===== config.mk =====
export PLATFORM = sky130hd
export DESIGN_NAME = cam_capture_ctrl
export DESIGN_NICKNAME = d
export VERILOG_FILES = /design/src/rtl/cam_capture_ctrl.sv
export SDC_FILE = /design/constraint.sdc
export NUM_CORES = 1
export LEC_CHECK = 0
export ABC_AREA = 0
export CAP_MARGIN = 25
export CORE_MARGIN = 4
export CORE_UTILIZATION = 53
export DETAILED_ROUTE_END_ITERATION = 10
export PLACE_DENSITY = 0.85
export SLEW_MARGIN = 30
export SYNTH_ARGS = -nofsm -noshare
export SYNTH_HDL_FRONTEND = slang
export SYNTH_SLANG_ARGS = --single-unit
export TNS_END_PERCENT = 30

===== constraint.sdc =====
create_clock -name pclk_i -period 4.5 [get_ports pclk_i]
set_clock_uncertainty 0.1 [all_clocks]
set_input_delay 0.9 -clock pclk_i [delete_from_list [all_inputs] [get_ports pclk_i]]
set_output_delay 0.9 -clock pclk_i [all_outputs]
set_load 0.03 [all_outputs]

===== src/rtl/cam_capture_ctrl.sv =====
// Frame capture controller: locks to the camera frame start, tags pixels with
// SOF/EOL/EOF from a column/row count and queues them behind a valid/ready port.
module cam_capture_ctrl #(
    parameter int IMG_W   = 640,
    parameter int IMG_H   = 480,
    parameter int FIFO_AW = 3
) (
    input  logic        pclk_i,
    input  logic        rst_i,
    input  logic        start_i,
    input  logic        continuous_i,
    input  logic        abort_i,
    input  logic        pix_valid_i,
    input  logic [15:0] pix_i,
    input  logic        vstart_i,
    input  logic        hstart_i,
    output logic        out_valid_o,
    output logic [15:0] out_data_o,
    output logic        out_sof_o,
    output logic        out_eol_o,
    output logic        out_eof_o,
    input  logic        out_ready_i,
    output logic        busy_o,
    output logic        done_o,
    output logic        err_overflow_o,
    output logic        err_size_o,
    input  logic        clr_err_i,
    output logic [15:0] frame_cnt_o
);

    localparam int DEPTH = 1 << FIFO_AW;

    typedef enum logic [1:0] {IDLE, ARMED, CAPTURE, DRAIN} state_t;

    state_t             state, state_next;
    logic [15:0]        col, row;
    logic [15:0]        eff_col, eff_row;
    logic               accept, sof, eol, eof, size_err;
    logic [18:0]        mem [DEPTH];
    logic [FIFO_AW-1:0] wr_ptr, rd_ptr;
    logic [FIFO_AW:0]   count;
    logic               fifo_empty, fifo_full, pop, push_ok, drop, drain_done;
    logic [18:0]        head;

    assign fifo_empty = (count == '0);
    assign fifo_full  = count[FIFO_AW];
    assign pop        = !fifo_empty && out_ready_i;
    assign push_ok    = accept && (!fifo_full || pop);
    assign drop       = accept && fifo_full && !pop;
    assign drain_done = (state == DRAIN) && fifo_empty && !abort_i;

    // Effective pixel position after applying frame/line resynchronisation.
    always_comb begin
        accept   = 1'b0;
        sof      = 1'b0;
        size_err = 1'b0;
        eff_col  = col;
        eff_row  = row;
        case (state)
            ARMED: begin
                if (pix_valid_i && vstart_i) begin
                    accept  = 1'b1;
                    sof     = 1'b1;
                    eff_col = '0;
                    eff_row = '0;
                end
            end
            CAPTURE: begin
                if (pix_valid_i) begin
                    accept = 1'b1;
                    if (vstart_i) begin
                        sof      = 1'b1;
                        size_err = 1'b1;
                        eff_col  = '0;
                        eff_row  = '0;
                    end else if (hstart_i && col != '0) begin
                        size_err = 1'b1;
                        eff_col  = '0;
                        eff_row  = row + 16'd1;
                    end
                end
            end
            default: ;
        endcase
        if (abort_i) begin
            accept   = 1'b0;
            size_err = 1'b0;
        end
        eol = (eff_col == 16'(IMG_W - 1));
        eof = eol && (eff_row == 16'(IMG_H - 1));
    end

    always_comb begin
        state_next = state;
        case (state)
            IDLE:    if (start_i) state_next = ARMED;
            ARMED:   if (accept) state_next = CAPTURE;
            CAPTURE: if (accept && eof) state_next = DRAIN;
            DRAIN:   if (fifo_empty) state_next = continuous_i ? ARMED : IDLE;
            default: state_next = IDLE;
        endcase
        if (abort_i) state_next = IDLE;
    end

    always_ff @(posedge pclk_i) begin
        if (rst_i) begin
            state <= IDLE;
        end else begin
            state <= state_next;
        end
    end

    // Counters advance even when the FIFO drops the pixel, keeping tags aligned.
    always_ff @(posedge pclk_i) begin
        if (rst_i || abort_i || drain_done) begin
            col <= '0;
            row <= '0;
        end else if (accept) begin
            if (eol) begin
                col <= '0;
                row <= eff_row + 16'd1;
            end else begin
                col <= eff_col + 16'd1;
                row <= eff_row;
            end
        end
    end

    always_ff @(posedge pclk_i) begin
        if (push_ok && !rst_i) mem[wr_ptr] <= {eof, eol, sof, pix_i};
    end

    always_ff @(posedge pclk_i) begin
        if (rst_i || abort_i) begin
            wr_ptr <= '0;
            rd_ptr <= '0;
            count  <= '0;
        end else begin
            if (push_ok) wr_ptr <= wr_ptr + 1'b1;
            if (pop)     rd_ptr <= rd_ptr + 1'b1;
            case ({push_ok, pop})
                2'b10:   count <= count + 1'b1;
                2'b01:   count <= count - 1'b1;
                default: count <= count;
            endcase
        end
    end

    // A fresh error in the clearing cycle keeps the flag set.
    always_ff @(posedge pclk_i) begin
        if (rst_i) begin
            err_overflow_o <= 1'b0;
            err_size_o     <= 1'b0;
            done_o         <= 1'b0;
            frame_cnt_o    <= '0;
        end else begin
            err_overflow_o <= (err_overflow_o && !clr_err_i) || drop;
            err_size_o     <= (err_size_o && !clr_err_i) || size_err;
            done_o         <= drain_done;
            if (drain_done) frame_cnt_o <= frame_cnt_o + 16'd1;
        end
    end

    assign head        = mem[rd_ptr];
    assign out_valid_o = !fifo_empty;
    assign out_data_o  = fifo_empty ? 16'h0 : head[15:0];
    assign out_sof_o   = !fifo_empty && head[16];
    assign out_eol_o   = !fifo_empty && head[17];
    assign out_eof_o   = !fifo_empty && head[18];
    assign busy_o      = (state != IDLE);

endmodule


* Yosys cells after proc, flatten, opt, wreduce, memory -nomap -nowiden
Memories as Yosys holds them, arrays and structs flattened. A register that Yosys moved wholly into a read port is not among the register bits. Index checks and enable logic that the tools add are counted.
Operators by class: mux-type cells 36, add/subtract/negate cells 8, eq/ne operators 11, reduce and logical (&&, ||, !) cells 34
Operator list (count):
- 16-bit two-way mux | 11
- 16-bit by 1-bit adder with 16-bit output (second input constant) | 4
- 16-bit one-hot mux with 2 select lines | 2
- 16-bit by 10-bit equality test with 1-bit output (second input constant) | 1
- 16-bit by 9-bit equality test with 1-bit output (second input constant) | 1
- 1-bit logical AND | 16
- 16-bit nonzero test | 1
- 1-bit two-way mux | 13
- 2-bit two-way mux | 4
- 2-bit inequality test (second input constant) | 4
- 2-bit one-hot mux with 4 select lines | 1
- 4-bit one-hot mux with 2 select lines | 1
- 3-bit by 1-bit adder with 3-bit output (second input constant) | 2
- 2-bit equality test (second input constant) | 3
- 1-bit logical NOT | 6
- 3-bit two-way mux | 2
- 1-bit logical OR | 5
- 4-bit by 1-bit adder with 4-bit output (second input constant) | 1
- 2-bit by 1-bit equality test with 1-bit output (second input constant) | 2
- 4-bit logical NOT | 1
- 1-bit one-hot mux with 2 select lines | 2
- 4-bit AND reduction | 1
- 2-bit nonzero test | 2
- 4-bit by 1-bit subtractor with 4-bit output (second input constant) | 1
- 2 further kinds | 2
Storage, ports and cells: RAM bits 152, memories kept 1, logic and storage cells 100, flip-flop bits (word level) 63
Memories:
- mem | words 8, bits a word 19, rd ports 1, clocked after memory_dff 1, wr ports 1, RTL line 39 | logic [18:0] mem [DEPTH];

* Logic depth before layout (Yosys ltp)
Gate-level depths: netlist (run 1).
depth after elaboration 11, depth in mapped cells 18, mapped depth without buffers 16

* Worst setup path before layout (run 1)
No wires, ideal clock.
path type input to register, start in pix_valid_i, end mem mem[0][0], enable pin, required time 3.981 ns, arrival 3.796 ns, path buffers 2, path slack 0.185 ns, setup time 0.419 ns, stages 8, path through clkbuf_1 nand2_1 or3_1 clkbuf_1 nor2_1 inv_1 or3_1 nor3_1
Between the ends: cells in the longest elaborated chain, start to end 8
Ends and longest elaborated chain:
- start: declaration | RTL line 13 | input logic pix_valid_i,
- 1-bit logical AND | RTL line 61 | if (pix_valid_i && vstart_i) begin
- 1-bit two-way mux | RTL line 61
- 1-bit one-hot mux with 2 select lines * | RTL line 59 | case (state)
- 1-bit two-way mux * | RTL line 85 | if (abort_i) begin
- 1-bit logical AND * | RTL line 48 | assign push_ok = accept && (!fifo_full || pop);
- 1-bit logical AND * | RTL line 130 | if (push_ok && !rst_i) mem[wr_ptr] <= {eof, eol, sof, pix_i};
- 1-bit two-way mux * | RTL line 130
- 1-bit two-way mux (implied by the code) * | RTL line 130
- end: declaration | RTL line 39
Mark *: on every way between the ends. The rest lies on a longest branch, timed or not.

* Final worst setup path (run 1)
start reg col[7], end reg row[9]
Between the ends: cells in the longest elaborated chain, start to end 8
Ends and longest elaborated chain:
- start: declaration | RTL line 36 | logic [15:0] col, row;
- start signal: assignment | RTL line 123 | col <= eff_col + 16'd1;
- 16-bit nonzero test | RTL line 76 | end else if (hstart_i && col != '0) begin
- 1-bit logical AND | RTL line 76
- 16-bit two-way mux | RTL line 76
- 16-bit two-way mux | RTL line 71 | if (vstart_i) begin
- 16-bit two-way mux | RTL line 69 | if (pix_valid_i) begin
- 16-bit one-hot mux with 2 select lines | RTL line 59
- 16-bit by 1-bit adder with 16-bit output or 16-bit by 10-bit equality test with 1-bit output (tied branches) | RTL line 121, 89
- 16-bit two-way mux * | RTL line 119 | if (eol) begin
- end signal: assignment | RTL line 121 | row <= eff_row + 16'd1;
- end signal: assignment | RTL line 124 | row <= eff_row;
- end: declaration | RTL line 36
Marked as above. A chain may end at the register's enable or synchronous reset.

==> reports/qor.txt, run 1 <==
Synth top area share -> 0.457
ANT nets after route -> 0
Core Rows -> 49
clk slew on worst S/H paths -> 0.06 ns
via/cell ratio -> 6.15
WS Path Type -> reg2reg
largest family of logic cells by synthesized area -> simple AND/OR/NAND/NOR gates
slew margin rel. -> 0.398
initial antenna violation count -> 1
vias in the first global route -> 6900
DR WL/cell -> 19.9 um
flop-to-flop setup slack -> 0.47 ns
startpoint types -> flip-flop
Die Ht -> 145 um
status -> finished, final reports clean
DR vias -> 6981
max frequency -> 0.248 GHz
sequential fraction of the synthesis area -> 0.589
count of cell types in the netlist -> 78
PortBufs -> 65
Core Util, Final -> 0.657
M1 wire length -> 9470 um
Clock Tree Root -> clkbuf_16
die area -> 0.0211 sq mm
TritonCTS clock tree -> built
WL final -> 22700 um
Worst Path Max Fanout -> 7
Tmin final -> 4.03 ns
max-slew violation count -> 0
Crit path required time -> 4.84 ns
post-synth top area cell -> edfxtp_1
Die Width -> 145 um
DR iter-0 viols -> 697
Sink Count -> 218
Commonest cells post-synth -> edfxtp_1 (152), nor2_1 (90), nand2_1 (76)
final hold violations -> 0
setup bufs post-CTS -> 0
P per Cell Area -> 374 mW/mm^2
Layout Cells excl Fill -> 1136
Worst-Skew Late Latency -> 0.51 ns
unrepaired setup endpoints after global routing -> false
share of cells above drive strength 1 -> 0.171
fin worst setup slack -> 0.475 ns
Leakage -> 0.00393 uW
DP HPWL -> 14100 um
Area contributors post-synth -> edfxtp_1 (46%), dfxtp_1 (13%), mux4_2 (8.6%)
Top FF cell, synth -> edfxtp_1
DRC -> 0
metal3 WL -> 1610 um
GPL Wtd Cong -> 0.886
pin count of the biggest net entering global routing -> 39
# nets final -> 930
Clock Path Buffers -> 3
async set or reset register ratio after synthesis -> 0
# diodes -> 0
CP Capture Type -> flip-flop
DP Cell Count -> 1092
Synth Area in XOR/XNOR -> 0.0272
Avg Synthesized Cell Area -> 12.6 sq um
post-synthesis mux area share -> 0.110
Post-synth EDFFs -> 152
Core ar. -> 0.0183 sq mm
Pre-antenna DRT Iters -> 5
Worst Tran Pin Value -> 0.901 ns
GRT Overall Usage -> 0.211
Simple-Gate Fraction of Synth Area -> 0.151
VDD IR max -> 0.000246 V
worst min-delay path category -> reg2reg
final period utilization -> 0.894
count leader, synth -> edfxtp_1
GRT overflow -> 0
Yosys reg bits -> 218
Area Growth Syn to Fin -> 20.1%
Cells after Synth -> 794
# setup viols final -> 0
MaxCap Viol Count -> 0
Data arrival, critical path -> 4.37 ns
num ports -> 66
pre-CTS setup slack -> -0.0704 ns
H-tree level count -> 1
global-route wire length before repair -> 36600 um
Ys Warns -> 0
Post-Synth Adder-Cell Area -> 0.0195
Synth Area in Compound Gates -> 0.0830
Highest Signal Layer -> met5
syn_nets -> 835
met2 WL -> 11100 um
hold_buf cts -> 0
Initial Util -> 0.547
mapped cell area -> 0.00999 sq mm
total CTS buffers -> 24
[per-stage QoR]
stage / area (sq um) / power, uW / TNS, ns / hold slack, ns
floorplan: 9990 / 2260 / 0 / 0.362
global placement: 11100 / 2340 / 0 / 0.383
detailed placement: 11100 / 2340 / -0.130 / 0.398
CTS: 12000 / 4510 / 0 / 0.408
global route: 12000 / 4620 / 0 / 0.428
finish: 12000 / 4490 / 0 / 0.407
[layer usage]
layer / vias up / global-route usage
met5: - / 0
met4: 2 / 0.0480
met3: 52 / 0.0430
met2: 306 / 0.356
met1: 3395 / 0.284
li1: 3226 / -
[cells in the final DEF (no fill, tap or decap), drive strengths merged, types with 16 or more instances in the layout]
master / n
nor2: 90
dfxtp: 66
mux2i: 23
clkbuf: 26
nor4: 16
mux4: 38
buf: 39
xor2: 20
nand3: 26
nand2: 76
a21oi: 48
edfxtp: 152
nor3: 19
clkdlybuf4s50: 65
o21ai: 24
[worst paths after layout]
check | from | to | cells past startpoint
max | col[7] | row[9] | 13
min | frame_cnt_o[7] | frame_cnt_o[7] | 2
max reg2reg | col[7] | row[9] | 13
min reg2reg | frame_cnt_o[7] | frame_cnt_o[7] | 2
[final cells by class]
cell class | instances | area, sq um
Clock buffer | 26 | 608
Clock inverter | 18 | 289
Fill cell | 1308 | 6270
Inverter | 13 | 48.8
Multi-Input combinational cell | 528 | 3940
Sequential cell | 218 | 5890
Tap cell | 229 | 287
Timing Repair Buffer | 104 | 943
[registers in the layout, summed over array words and instances, names as in the netlist, named ones only]
| register | count |
|---|---|
| err_overflow_o | 1 |
| col | 16 |
| mem | 152 |
| count | 4 |
| rd_ptr | 3 |
| wr_ptr | 3 |
| err_size_o | 1 |
| state | 2 |
| frame_cnt_o | 16 |
| row | 16 |
| done_o | 1 |
[logic make-up (layout without fill, tap and decap cells)]
kind of cell               count (synthesis)  after routing
adders and majority gates                 15             15
DFF                                      218            218
buffers and inverters                     48            161
AOI/OAI and AO/OA                        124            124
muxes                                     62             62
and+or+nand+nor                          296            296
xor gates and xnor gates                  31             31
[power breakdown]
| part | leakage (uW) | switching [uW] | internal, uW |
|---|---|---|---|
| logic | 0.00158 | 101 | 56.6 |
| clock network | 0.000435 | 797 | 1390 |
| registers | 0.00191 | 3.02 | 2140 |
| total | 0.00393 | 902 | 3590 |
[worst max-delay path, cell delays in order, from the launching register on]
cell	delay, ns
dfxtp_1	0.38
nor4_1	0.57
a41oi_1	0.24
o21ai_1	0.32
and2_1	0.20
ha_1	0.16
nand3_1	0.16
nor4_1	0.39
o311ai_2	0.20
nor3_2	0.32
nand4bb_4	0.20
o31a_1	0.27
or3_1	0.30
a21oi_1	0.14
[repair_timing]
action,4_1_cts,5_1_grt
resized for setup,0,1
hold endpoints to repair,0,0
endpoints found under the setup margin,0,1
No activity file was read; power rests on OpenSTA's default activity.
==> inputs of run 2 (changes only) <==
--- a/config.mk
+++ b/config.mk
@@ -10,6 +10,7 @@
 export CORE_MARGIN = 4
 export CORE_UTILIZATION = 53
 export DETAILED_ROUTE_END_ITERATION = 10
+export GPL_TIMING_DRIVEN = 0
 export PLACE_DENSITY = 0.85
 export SLEW_MARGIN = 30
 export SYNTH_ARGS = -nofsm -noshare
==> reports/qor.txt, run 2 (synthesis results as in run 1) <==
status -> finished, final reports clean
max-slew violation count -> 0
# nets final -> 939
vias in the first global route -> 6973
Crit path required time -> 3.50 ns
CP max stage cell -> buf_1
DP HPWL -> 15800 um
Data arrival, critical path -> 3.38 ns
Leakage -> 0.00384 uW
ANT nets after route -> 0
MaxCap Viol Count -> 0
num ports -> 66
startpoint types -> flip-flop
Die Width -> 145 um
CP Capture Type -> output pin
Seq. cell area -> 0.00589 sq mm
Core Rows -> 49
critical path's largest stage delay -> 0.78 ns
Final Cell Area -> 0.0120 sq mm
# diodes -> 0
DR iter-0 viols -> 726
CP top delay family -> buffers and inverters
DRC -> 0
commonest cells after routing, fill and taps aside -> edfxtp_1 (152), nor2_1 (82), nand2_1 (76)
GRT Overall Usage -> 0.230
TritonCTS clock tree -> built
H-tree level count -> 1
final hold violations -> 0
Core ar. -> 0.0183 sq mm
worst min-delay path category -> reg2reg
Clock Tree Root -> clkbuf_16
Die Ht -> 145 um
Sink Count -> 218
DR vias -> 7200
CP bufs+invs -> 3
DP Cell Count -> 1098
WS Path Type -> reg2out
setup TNS -> 0 ns
pin count of the biggest net entering global routing -> 20
max frequency -> 0.228 GHz
share of cells above drive strength 1 -> 0.154
PortBufs -> 65
CP dominant cell by count -> buf_1
via/cell ratio -> 6.30
Tmin final -> 4.38 ns
Pre-antenna DRT Iters -> 5
VDD IR max -> 0.000247 V
Worst Tran Pin Value -> 0.946 ns
final period utilization -> 0.973
Layout Cells excl Fill -> 1143
DR WL/cell -> 21.6 um
crit path cell chain -> buf_1 > buf_1 > mux2i_1 > nor2_1 > clkdlybuf4s50_1
fin worst setup slack -> 0.121 ns
die area -> 0.0211 sq mm
hold slack -> 0.373 ns
WL final -> 24700 um
P per Cell Area -> 351 mW/mm^2
GPL Wtd Cong -> 0.960
slew margin rel. -> 0.369
pre-CTS setup slack -> -1.02 ns
Initial Util -> 0.547
max reg flops -> 152
Biggest register -> mem
clk slew on worst S/H paths -> 0.06 ns
Worst-Skew Late Latency -> 0.52 ns
hold_buf cts -> 0
Worst Path Max Fanout -> 10
total CTS buffers -> 22
global-route wire length before repair -> 39000 um
Clock Path Buffers -> 3
Placement Cell Area -> 0.0111 sq mm
fill count -> 1296
Multi-input gate area -> 0.00404 sq mm
initial antenna violation count -> 0
GRT overflow -> 0
Area Growth Syn to Fin -> 20.3%
commonest non-fill, non-tap cell in the layout -> edfxtp_1
# setup viols final -> 0
## run 2: cell count changes in the layout (fill, tap and decap cells not counted), moves of 3 or more
cell,delta
clkbuf_1,+23
nor3_2,-4
buf_6,+3
nor2_4,+7
clkbuf_8,+4
bufinv_16,-4
buf_1,+3
buf_4,-27
nor3_4,+3
nor2_2,-5
## run 2: repair_timing
action | in CTS | in global routing
endpoints found under the setup margin | 40 | 42
buffers inserted | 2 | 3
cloned | 0 | 0
pin swaps | 3 | 5
endpoints found under the hold margin | 0 | 0
gates resized for setup | 13 | 15
## run 2: final cells by class
cell class,count,share of cell area
Timing Repair Buffer,80,0.0684
Clock buffer,29,0.0513
Inverter,13,0.00406
Multi-Input combinational cell,528,0.336
Tap cell,229,0.0238
Sequential cell,218,0.490
Buffer,35,0.0147
Clock inverter,11,0.0121
## run 2: layer usage
metal,vias up,share of wire,GRT usage
met5,-,0,0
met4,0,0.027,0.0608
met3,63,0.079,0.0399
met2,377,0.49,0.384
met1,3520,0.41,0.315
li1,3240,-,-
## run 2: final timing paths
path / start / endpoint / cells after the start / slack, ns
max: flip-flop / out_data_o[5] / 5 / 0.12
min: err_size_o / err_size_o / 2 / 0.37
max reg2reg: col[10] / row[14] / 17 / 0.31
min reg2reg: err_size_o / err_size_o / 2 / 0.37
## run 2: worst register-to-register path: cells and delay by family, from the launching register on
kind,cells,cell delay [ns]
AOI/OAI and AO/OA,6,1.41
adders and majority gates,1,0.24
buffers and inverters,3,0.61
DFF,1,0.29
and+or+nand+nor,7,1.40
## run 2: stage by stage
step                      utilization  power, uW
after floorplan                     -       2260
after global placement          0.598       2330
after detailed placement        0.608       2330
after CTS                       0.654       4240
after global routing            0.658       4330
final                           0.658       4220
## run 2: report_power, final
| group | leakage (uW) | total, uW | internal, uW | switching, uW |
|---|---|---|---|---|
| registers | 0.00191 | 2140 | 2140 | 3.03 |
| clock network | 0.000372 | 1920 | 1140 | 774 |
| logic | 0.00156 | 159 | 51.8 | 108 |
==> inputs of run 3 (changes only) <==
--- a/config.mk
+++ b/config.mk
@@ -12,6 +12,7 @@
 export DETAILED_ROUTE_END_ITERATION = 10
 export GPL_TIMING_DRIVEN = 0
 export PLACE_DENSITY = 0.85
+export SKIP_CTS_REPAIR_TIMING = 1
 export SLEW_MARGIN = 30
 export SYNTH_ARGS = -nofsm -noshare
 export SYNTH_HDL_FRONTEND = slang
==> reports/qor.txt, run 3 (synthesis results as in run 1) <==
status -> finished, final reports clean
M1 GR Usage -> 0.315
ANT nets after route -> 0
Sink Count -> 218
die area -> 0.0211 sq mm
P per Cell Area -> 351 mW/mm^2
Pre-antenna DRT Iters -> 5
Leakage -> 0.00389 uW
GRT Overall Usage -> 0.229
Worst Path Max Fanout -> 10
# diodes -> 0
Clock Path Buffers -> 3
Worst-Skew Late Latency -> 0.52 ns
DR WL/cell -> 21.7 um
Die Width -> 145 um
RR Endpoint -> row[9]
Reg2Reg Launch Point -> state[0]
Crit path required time -> 3.50 ns
total CTS buffers -> 22
DR iter-0 viols -> 712
vias in the first global route -> 6940
Tmin final -> 4.38 ns
busiest grt layer -> met2
Worst Tran Pin Value -> 0.952 ns
VDD IR max -> 0.000246 V
Biggest register -> mem
initial antenna violation count -> 0
commonest cells after routing, fill and taps aside -> edfxtp_1 (152), nor2_1 (82), nand2_1 (76)
slew margin rel. -> 0.365
met3 usage -> 0.0402
Clock Tree Root -> clkbuf_16
DRC -> 0
max frequency -> 0.228 GHz
Area Growth Syn to Fin -> 20.4%
num ports -> 66
via/cell ratio -> 6.27
met2 GRT Util -> 0.382
unrepaired setup endpoints after global routing -> true
WS Path Type -> reg2out
Initial Util -> 0.547
DP Cell Count -> 1098
worst setup path endpoint -> out_data_o[5]
MaxCap Viol Count -> 0
DR vias -> 7170
commonest non-fill, non-tap cell in the layout -> edfxtp_1
global-route wire length before repair -> 38900 um
TritonCTS clock tree -> built
share of cells above drive strength 1 -> 0.156
setup TNS -> 0 ns
DP HPWL -> 15800 um
Die Ht -> 145 um
PortBufs -> 65
CP Capture Type -> output pin
flop-to-flop setup slack -> 0.26 ns
Data arrival, critical path -> 3.38 ns
final period utilization -> 0.974
fin worst setup slack -> 0.118 ns
hold slack -> 0.370 ns
# setup viols final -> 0
worst min-delay path category -> reg2reg
startpoint types -> flip-flop
max-slew violation count -> 0
# nets final -> 939
H-tree level count -> 1
pre-CTS setup slack -> -1.02 ns
Hold Path Origin -> err_size_o
fill count -> 1294
Layout Cells excl Fill -> 1143
Core ar. -> 0.0183 sq mm
final hold violations -> 0
clk slew on worst S/H paths -> 0.06 ns
R2R cell count -> 17
max reg flops -> 152
GRT overflow -> 0
GPL Wtd Cong -> 0.960
WL final -> 24800 um
Core Rows -> 49
Design Power -> 4220 uW
pin count of the biggest net entering global routing -> 20
-- run 3: metrics by stage --
step | instance area [sq um] | utilization
after floorplan | 9990 | -
after global placement | 10900 | 0.598
after detailed placement | 11100 | 0.608
after CTS | 11900 | 0.650
after global routing | 12000 | 0.658
final | 12000 | 0.658
-- run 3: area by class of cell --
class                           count  area (sq um)  area share
Timing Repair Buffer               80           822      0.0684
Multi-Input combinational cell    528          4060       0.337
Clock buffer                       29           617      0.0513
Tap cell                          229           287      0.0238
Buffer                             35           165      0.0137
Sequential cell                   218          5890       0.489
Inverter                           13          48.8     0.00406
Clock inverter                     11           145      0.0121
-- run 3: worst max-delay path, stage by stage (launching register included) --
cell and delay [ns]:
dfxtp_1 0.31, buf_1 0.65, buf_1 0.78, mux2i_1 0.19, nor2_1 0.22, clkdlybuf4s50_1 0.71
-- run 3: metal layers --
metal / vias up / wire length, um
met1: 3510 / 10200
met5: - / 0
met3: 57 / 1910
li1: 3234 / -
met4: 0 / 650
met2: 369 / 12000
-- run 3: power by group --
| group | total (uW) | leakage [uW] | internal (uW) | switching (uW) |
|---|---|---|---|---|
| combinational | 160 | 0.00160 | 51.9 | 108 |
| sequential | 2140 | 0.00191 | 2140 | 3.02 |
| clock | 1920 | 0.000372 | 1140 | 778 |
| total | 4220 | 0.00389 | 3330 | 889 |
-- run 3: worst min path at each step --
stage | end | slack, ns | cells after the start
2_1_floorplan | col[1] | 0.36 | 2
5_1_grt | count[3] | 0.42 | 2
3_5_place_dp | err_size_o | 0.36 | 2
6_report | err_size_o | 0.37 | 2
4_1_cts | err_size_o | 0.38 | 2
3_3_place_gp | err_size_o | 0.35 | 2
